--- src/rtl/trivium_pkg.sv ---
// Shared definitions for the Trivium key/IV loader.
// Holds the key/IV geometry, the default warm-up length and the loader
// state encoding used by trivium_loader.
package trivium_pkg;

  localparam int KEY_W             = 80;
  localparam int IV_W              = 80;
  localparam int NUM_BYTES         = 20;    // 10 key bytes followed by 10 IV bytes
  localparam int WARMUP_CYCLES_DEF = 1152;  // 4 x 288 core-enabled cycles

  typedef enum logic [1:0] {
    ST_LOAD   = 2'd0,
    ST_WARMUP = 2'd1,
    ST_RUN    = 2'd2
  } loader_state_e;

endpackage

--- src/rtl/trivium_loader.sv ---
// trivium_loader
// Assembles an 80-bit key and an 80-bit IV from a byte stream, then holds
// the downstream Trivium core in reset while loading, releases it and runs
// it for WARMUP_CYCLES cycles, and finally flags its keystream as usable.
//
// Ports
//   clk         in   rising-edge clock
//   rst         in   synchronous active-high reset (beats restart and data)
//   din[7:0]    in   key/IV byte; bytes 0..9 form the key, 10..19 the IV
//   din_valid   in   din holds a byte
//   din_ready   out  a byte is accepted this cycle (LOAD only)
//   restart     in   abort and return to LOAD; any byte offered is dropped
//   ks_ready    in   downstream takes a keystream bit this cycle
//   key[79:0]   out  assembled key, byte k at key[8k+7:8k]
//   iv[79:0]    out  assembled IV, byte k at iv[8(k-10)+7:8(k-10)]
//   core_rst_n  out  active-low core reset, registered, low only in LOAD
//   core_en     out  core enable: 1 in WARMUP, ks_ready in RUN, 0 in LOAD
//   ks_valid    out  keystream bit is past warm-up (RUN only)
module trivium_loader
  import trivium_pkg::*;
#(
  parameter int WARMUP_CYCLES = WARMUP_CYCLES_DEF
) (
  input  logic              clk,
  input  logic              rst,
  input  logic [7:0]        din,
  input  logic              din_valid,
  output logic              din_ready,
  input  logic              restart,
  input  logic              ks_ready,
  output logic [KEY_W-1:0]  key,
  output logic [IV_W-1:0]   iv,
  output logic              core_rst_n,
  output logic              core_en,
  output logic              ks_valid
);

  // Warm-up counter only needs to reach WARMUP_CYCLES-1, so it never wraps.
  localparam int                WU_W      = (WARMUP_CYCLES > 1) ? $clog2(WARMUP_CYCLES) : 1;
  localparam logic [WU_W-1:0]   WU_LAST   = WU_W'(WARMUP_CYCLES - 1);
  localparam logic [4:0]        BYTE_LAST = 5'(NUM_BYTES - 1);
  localparam int                KEY_BYTES = KEY_W / 8;
  localparam int                IV_BYTES  = IV_W / 8;

  loader_state_e      state_q;
  logic [4:0]         byte_cnt_q;
  logic [WU_W-1:0]    wu_cnt_q;
  logic [KEY_W-1:0]   key_q;
  logic [IV_W-1:0]    iv_q;
  logic               core_rst_n_q;

  always_ff @(posedge clk) begin
    // rst and restart have the same effect; rst winning is therefore implicit,
    // and both override any byte presented in the same cycle.
    if (rst || restart) begin
      state_q      <= ST_LOAD;
      byte_cnt_q   <= '0;
      wu_cnt_q     <= '0;
      key_q        <= '0;
      iv_q         <= '0;
      core_rst_n_q <= 1'b0;
    end else begin
      case (state_q)
        ST_LOAD: begin
          if (din_valid) begin
            for (int i = 0; i < KEY_BYTES; i++) begin
              if (byte_cnt_q == 5'(i)) key_q[8*i +: 8] <= din;
            end
            for (int i = 0; i < IV_BYTES; i++) begin
              if (byte_cnt_q == 5'(i + KEY_BYTES)) iv_q[8*i +: 8] <= din;
            end
            if (byte_cnt_q == BYTE_LAST) begin
              // Last byte: release the core so it is out of reset on the
              // very first WARMUP cycle.
              byte_cnt_q   <= '0;
              wu_cnt_q     <= '0;
              core_rst_n_q <= 1'b1;
              state_q      <= ST_WARMUP;
            end else begin
              byte_cnt_q <= byte_cnt_q + 5'd1;
            end
          end
        end
        ST_WARMUP: begin
          if (wu_cnt_q == WU_LAST) begin
            wu_cnt_q <= '0;
            state_q  <= ST_RUN;
          end else begin
            wu_cnt_q <= wu_cnt_q + 1'b1;
          end
        end
        ST_RUN: begin
          // Keystream runs until restart or rst; no length limit.
        end
        default: begin
          state_q      <= ST_LOAD;
          core_rst_n_q <= 1'b0;
        end
      endcase
    end
  end

  assign din_ready  = (state_q == ST_LOAD);
  assign ks_valid   = (state_q == ST_RUN);
  // In RUN the core only advances when a bit is actually consumed.
  assign core_en    = (state_q == ST_WARMUP) || ((state_q == ST_RUN) && ks_ready);
  assign core_rst_n = core_rst_n_q;
  assign key        = key_q;
  assign iv         = iv_q;

endmodule

--- config.mk ---
export PLATFORM = sky130hd
export DESIGN_NAME = trivium_loader
export DESIGN_NICKNAME = d
export VERILOG_FILES = /design/src/rtl/trivium_pkg.sv /design/src/rtl/trivium_loader.sv
export SDC_FILE = /design/constraint.sdc
export NUM_CORES = 1
export LEC_CHECK = 0
export ABC_CLOCK_PERIOD_IN_PS = 5000
export CAP_MARGIN = 20
export CORE_MARGIN = 2
export CORE_UTILIZATION = 54
export CTS_BUF_LIST = sky130_fd_sc_hd__clkbuf_8
export DETAILED_ROUTE_END_ITERATION = 8
export PLACE_DENSITY = 0.83
export SYNTH_ARGS = -nofsm -noshare
export SYNTH_HDL_FRONTEND = slang
export SYNTH_SLANG_ARGS = --single-unit
--- constraint.sdc ---
create_clock -name clk -period 5 [get_ports clk]
set_clock_uncertainty 0.2 [all_clocks]
set_input_delay 1 -clock clk [delete_from_list [all_inputs] [get_ports clk]]
set_output_delay 1 -clock clk [all_outputs]
set_load 0.02 [all_outputs]
======== After elaboration in Yosys (flattened, before gate mapping) ========
Cells that the tools add are included.
cells by class
  $add $sub $neg .......................... 2
  equality and inequality tests ........... 25
  muxes and demuxes ....................... 12
  bitwise logic cells ..................... 2
  reduce and logical (&&, ||, !) cells .... 31
operator list
  kind                                                    count
  AND reduction 3 bit                                     22
  equality test 5 x 4 -> 1 bit (second input constant)    8
  2-to-1 mux 11 bit                                       3
  one-hot mux 11 bit (2 select lines)                     1
  equality test 5 x 3 -> 1 bit (second input constant)    4
  equality test 5 bit (second input constant)             4
  adder 11 x 1 -> 11 bit (second input constant)          1
  equality test 11 bit (second input constant)            1
  equality test 5 x 2 -> 1 bit (second input constant)    2
  2-to-1 mux 2 bit                                        3
  one-hot mux 2 bit (3 select lines)                      1
  adder 5 x 1 -> 5 bit (second input constant)            1
  equality test 5 x 1 -> 1 bit (second input constant)    1
  zero test 5 bit                                         1
  2-to-1 mux 5 bit                                        1
  inequality test 2 bit (second input constant)           2
  AND reduction 4 bit                                     1
  equality test 2 x 1 -> 1 bit (second input constant)    1
  equality test 2 bit (second input constant)             1
  zero test 2 bit                                         1
  logical OR 1 bit                                        2
  2-to-1 mux 1 bit                                        2
  inequality test 2 x 1 -> 1 bit (second input constant)  1
  inverter 1 bit                                          2
  other kinds (5)                                         5
word-level totals
  bits in registers ....................... 179
  input port bits ......................... 13
  output and inout port bits .............. 164
  word-level logic and storage cells ...... 96

======== Depth between registers and ports, before layout ========
Gate-level depths: netlist of the first run.
  word-level depth ........................ 4
  gate-level depth with buffers ........... 8
  depth with buffers taken out ............ 6

======== Least setup slack after synthesis of the first run ========
OpenSTA, ideal clock, no wires.
  kind .................................... input to register
  from .................................... input port din_valid
  to ...................................... register key_q[48], in the netlist key[48]
  setup time .............................. 128 ps
  arrival ................................. 2102 ps
  required time ........................... 4672 ps
  path slack .............................. 2570 ps
  cell stages on the path ................. 6
  path buffers ............................ 2
  cell sequence ........................... and3b_1 > clkbuf_1 > buf_4 > nand3_1 > mux2i_1 > nor2_1
on the way
  cells in the longest elaborated chain, start to end .. 1
ends and longest elaborated chain
  what                                  RTL line              RTL
  start: declaration                    trivium_loader.sv:27  input logic din_valid,
  AND reduction 3 bit (no source line)  -
  end signal: indexed assignment        trivium_loader.sv:67  if (byte_cnt_q == 5'(i)) key_q[8*i +: 8] <= din;
  end: declaration                      trivium_loader.sv:48  logic [KEY_W-1:0] key_q;
No other way between the ends.
A chain may end at the register's enable or synchronous reset.

======== Final worst setup path of the first run ========
  from .................................... input port ks_ready
  to ...................................... output port core_en
on the way
  cells in the longest elaborated chain, start to end .. 2
ends and longest elaborated chain
  what                RTL line               RTL
  start: declaration  trivium_loader.sv:30   input logic ks_ready,
  logical AND 1 bit   trivium_loader.sv:106  assign core_en = (state_q == ST_WARMUP) || ((state_q == ST_RUN) && ks_ready);
  logical OR 1 bit    trivium_loader.sv:106
  end: declaration    trivium_loader.sv:34   output logic core_en,
No other way between the ends.

==> results by group, run 1 <==
Routing
  • Drt total wl: 17800 um
  • First-pass DRT Iterations: 5
  • Final ANT Viol Nets: 0
  • Wire per inst: 17.5 um
  • Routed vias/inst: 5.36
  • Initial DRC Count: 453
  • Via count: 5455
  • Remaining DRCs: 0

Synthesis
  • Post-synth EDFFs: 0
  • Synth top cells by count: 179 x dfxtp_1, 154 x nor2_1, 145 x mux2i_1, 44 x clkbuf_1, 30 x a21oi_1
  • Syn Area/Cell: 9.86 sq um
  • Yosys warnings: 0
  • Synth top area cells: dfxtp_1 53%, mux2i_1 21%, nor2_1 8.5%, clkbuf_1 2.4%, a21oi_1 2.2%
  • Top_reg_cell synth: dfxtp_1
  • Synth cell types: 40
  • Post-synth net total: 712
  • Post-Syn Instances: 690
  • Synth area leader: dfxtp_1
  • Cell Area, Synth: 6810 sq um
  • Post-synthesis async set-or-reset flop share: 0
  • Seq cells post-synth: 179
  • Top cell type's share of synthesized area: 0.526
  • Top-count cell post-synth: dfxtp_1
  • Register area share after synthesis: 0.526

Layout
  • # fillers: 913
  • Final net count: 858
  • Layout cells sized above 1: 0.0462
  • Area taken by multi-input logic gates: 3000 sq um
  • Register Area: 3580 sq um
  • Area grow syn2layout: 31.4%
  • N_diodes: 0

Worst hold path
  • Min-delay src: iv[44]
  • Worst hold path class: flop to flop

Setup path
  • Worst Setup Path Type: input pin to output pin
  • Endpoint class of the critical path: output pin
  • CP startpoint: ks_ready
  • R2r startpoint: state_q[1]
  • Crit path launch type: input pin
  • CP max FO: 1
  • Worst EP required: 3.80 ns
  • Worst EP arrival: 2.15 ns

Timing
  • Setup tns final: 0 ns
  • Final period util: 0.670
  • Min cycle time layout: 3.35 ns
  • Final Max Tran Viols: 0
  • Relative slew slack: 0.252
  • Setup violations, final: 0
  • RSZ-0062 raised after global routing: no
  • Hold Violations, Final: 0
  • Max Clk Rate: 299 MHz
  • PnR worst setup slack: 1.65 ns
  • Worst-Margin Slew: 1.12 ns

Clocking
  • Maximum clock insertion buffer count: 2
  • Num CTS Buffers: 17
  • # clock sinks: 179
  • # H-tree levels: 4
  • CTS tree: yes
  • Post-CTS setup buffers: 0
  • Clk pin slew, worst setup/hold paths: 0.08 ns
  • Hold_buf cts: 0
  • CTS root buf: clkbuf_8
  • Clock latency on the worst-skew pair: 0.44 ns
  • PostCTS Resize Cnt: 0

Place
  • IO buf count: 176
  • Hpwl dp: 12100 um
  • DP Worst Slack: 1.38 ns
  • GPL Wtd Cong: 0.809

Global routing
  • Largest net degree at the start of global routing: 167
  • Gr usage total: 0.263
  • Number of antenna violations at the first check in global routing: 0
  • First-pass GRT wire length: 27400 um
  • Vias in the first global route: 5361
  • Grt ovf: 0

Floorplanning
  • Die area: 13500 sq um
  • Starting density of the core: 0.546
  • Core footprint: 12500 sq um
  • Die height: 116 um
  • IO Count: 177
  • FP Rows: 41
  • Width of the die: 116 um

Run
  • Total of max-cap violations: 0

Outcome
  • Status: completed

Power and ir drop
  • P per Cell Area: 268 nW/um^2
  • Worst vdd ir: 0.000241 V
  • Leakage: 4.00 nW
[per-stage QoR]
step | cells | util | hold WS, ns | area (sq um) | total power [mW]
detailed placement | 989 | 0.691 | 0.248 | 8610 | 1.56
floorplan | 690 | - | 0.247 | 6810 | 1.52
CTS | 1017 | 0.717 | 0.259 | 8940 | 2.41
finish | 1017 | 0.717 | 0.258 | 8940 | 2.39
global route | 1017 | 0.717 | 0.287 | 8940 | 2.47
global placement | 989 | 0.691 | 0.247 | 8610 | 1.56
[layer usage]
metal	up-vias	routed length [um]	GRT usage
met5	-	0	0
met4	0	240	0.102
met3	16	1540	0.103
met2	179	8850	0.435
met1	2645	7200	0.309
li1	2615	-	-
[cell usage in the layout (no fill, tap or decap), types with 13 or more instances in the layout]
master	instances
clkbuf_8	19
nand3_1	24
inv_1	13
dfxtp_1	179
a21oi_1	30
nand2_1	25
nor2_1	154
mux2i_1	145
clkdlybuf4s50_1	176
[worst paths after layout]
kind         endpoint  slack [ns]  depth (start not counted)
max reg2reg    iv[33]        2.24                          6
min reg2reg    iv[44]        0.26                          2
min            iv[44]        0.26                          2
max           core_en        1.65                          3
[layout make-up]
| cell class | count | area share |
|---|---|---|
| repair buffers | 177 | 0.199 |
| flip-flops and latches | 179 | 0.401 |
| clock buffers | 19 | 0.0292 |
| multi-input cells | 452 | 0.335 |
| clock inverters | 9 | 0.00797 |
| inverters | 9 | 0.00378 |
| well taps | 172 | 0.0241 |
[flip-flops by register name, summed over array words and instances (netlist names)]
name,cells
byte_cnt_q,5
core_rst_n,1
iv,80
key,80
state_q,2
wu_cnt_q,11
[power breakdown]
group          switching [mW]  total (mW)  internal [mW]
sequential            0.00240        1.43           1.43
combinational          0.0711      0.0982         0.0271
clock                   0.466       0.867          0.401
total                   0.539        2.39           1.86
[worst max-delay path: stages]
cell,delay (ns)
clkdlybuf4s50_1,0.45
a21o_1,0.10
clkdlybuf4s50_1,0.59
[cells by family after synthesis]
| group | Yosys count | synth area share |
|---|---|---|
| flops | 179 | 0.526 |
| mux | 145 | 0.213 |
| fa+ha+maj | 9 | 0.0165 |
| xor+xnor | 2 | 0.00257 |
| compound gates | 50 | 0.0425 |
| buf+inv | 59 | 0.0336 |
| simple gates | 246 | 0.165 |
Power figures use the tool's default switching activity.
==> run 2: changes to the inputs <==
- ABC_CLOCK_PERIOD_IN_PS: 5000 -> 3160
- CORE_UTILIZATION: 54 -> 50
- PLACE_DENSITY: 0.83 -> 0.78
- clock period: 5 -> 3.16 ns (I/O delays scaled with it)
==> results by group, run 2 (synthesis gave the netlist of run 1 again) <==
Clocking
  • Clock latency on the worst-skew pair: 0.47 ns
  • Post-CTS setup buffers: 0
  • # clock sinks: 179
  • Hold_buf cts: 0
  • CTS tree: yes
  • Maximum clock insertion buffer count: 2
  • CTS root buf: clkbuf_8
  • Clk pin slew, worst setup/hold paths: 0.08 ns
  • Num CTS Buffers: 17
  • PostCTS Resize Cnt: 0
  • # H-tree levels: 4

Place
  • Hpwl dp: 12700 um
  • Inst Count DP: 1010
  • IO buf count: 176
  • DP Worst Slack: 0.424 ns
  • Placed inst area: 8760 sq um
  • GPL Wtd Cong: 0.840

Layout
  • Area grow syn2layout: 34.0%
  • N_diodes: 0
  • Final net count: 875
  • Commonest cells after routing, fill and taps aside: 179 x dfxtp_1, 176 x clkdlybuf4s50_1, 154 x nor2_1, 145 x mux2i_1, 30 x a21oi_1
  • Commonest non-fill, non-tap cell in the layout: dfxtp_1
  • Final instance area: 9120 sq um
  • Layout cells sized above 1: 0.0716
  • # fillers: 1055
  • Post-Route Utilization: 0.688
  • Non-filler cells, final: 1042

Setup path
  • R2R Path End: key[60]
  • Endpoint class of the critical path: output pin
  • Worst Setup Path Type: flop to output pin
  • Crit path launch type: flop
  • Slowest cell delay on critical path: 0.67 ns
  • CP max stage cell: clkdlybuf4s50_1
  • Worst EP required: 2.33 ns
  • Reg2Reg Setup Slack: 0.87 ns
  • Worst Path Buf+Inv: 2
  • Reg2reg path depth: 6
  • Worst path cell trace: inv_1 > ha_1 > clkdlybuf4s50_1
  • Cell family with most CP delay: buffers and inverters
  • R2r startpoint: byte_cnt_q[0]
  • Worst EP arrival: 1.87 ns
  • CP max FO: 10

Global routing
  • Grt ovf: 0
  • Number of antenna violations at the first check in global routing: 0
  • First-pass GRT wire length: 28900 um
  • Gr usage total: 0.256
  • Largest net degree at the start of global routing: 68
  • Vias in the first global route: 5410

Timing
  • Final period util: 0.855
  • Setup tns final: 0 ns
  • Worst-Margin Slew: 0.833 ns
  • Setup violations, final: 0
  • Relative slew slack: 0.443
  • Hold Violations, Final: 0
  • Min cycle time layout: 2.70 ns
  • RSZ-0062 raised after global routing: no
  • Hold slack: 0.262 ns
  • Final Max Tran Viols: 0
  • PnR worst setup slack: 0.458 ns
  • Max Clk Rate: 370 MHz

Power and ir drop
  • Leakage: 4.09 nW
  • Final Total Pwr: 3.89 mW
  • Worst vdd ir: 0.000373 V
  • P per Cell Area: 426 nW/um^2

Routing
  • Top sig layer: met4
  • Met2 wire length: 8700 um
  • Initial DRC Count: 355
  • Wire per inst: 17.6 um
  • Via count: 5533
  • Drt total wl: 18300 um
  • First-pass DRT Iterations: 5
  • Metal-1 WL: 7680 um
  • Met3 WL: 1600 um
  • Final ANT Viol Nets: 0
  • Remaining DRCs: 0
  • Routed vias/inst: 5.31

Worst hold path
  • Worst hold path class: flop to flop
  • Hold depth: 2
  • Worst Hold End: iv[73]
  • Min-delay src: iv[73]

Floorplanning
  • Die area: 14600 sq um
  • FP Rows: 42
  • Core footprint: 13200 sq um
  • Die height: 121 um
  • Width of the die: 121 um
  • IO Count: 177
  • Starting density of the core: 0.514

Run
  • Total of max-cap violations: 0

Outcome
  • Status: completed
[run 2: where the power goes]
part	switching [mW]	internal [mW]	leakage (nW)
clock network	0.822	0.637	0.184
registers	0.00381	2.26	1.44
logic	0.112	0.0528	2.46
total	0.938	2.95	4.09
[run 2: worst max path at each step]
| stage | startpoint | slack [ns] | endpoint | depth (start not counted) |
|---|---|---|---|---|
| after global routing | state_q[1] | 0.35 | din_ready | 3 |
| final | state_q[1] | 0.46 | din_ready | 3 |
| after detailed placement | din_valid | 0.42 | key[52] | 6 |
| after CTS | state_q[1] | 0.42 | din_ready | 3 |
| after global placement | din_valid | 0.48 | key[55] | 6 |
| after floorplan | state_q[1] | 0.92 | key[48] | 8 |
[run 2: per-layer routing]
metal | vias to the layer above | global-route usage
met1 | 2685 | 0.313
met2 | 166 | 0.412
met4 | 0 | 0.0967
met3 | 23 | 0.0925
met5 | - | 0
li1 | 2659 | -
[run 2: tightest hold or removal path: stages, from the launching register on]
cell     delay, ns
dfxtp_1       0.32
nand2_1       0.05
a21oi_1       0.05
[run 2: area by class of cell]
cell class / count / area, sq um / share of cell area
tap: 176 / 220 / 0.0242
inverter: 9 / 33.8 / 0.00371
clock buffer: 18 / 248 / 0.0272
sequential: 179 / 3580 / 0.393
timing repair buffer: 194 / 1920 / 0.211
multi-input combinational: 452 / 3000 / 0.329
clock inverter: 14 / 114 / 0.0125
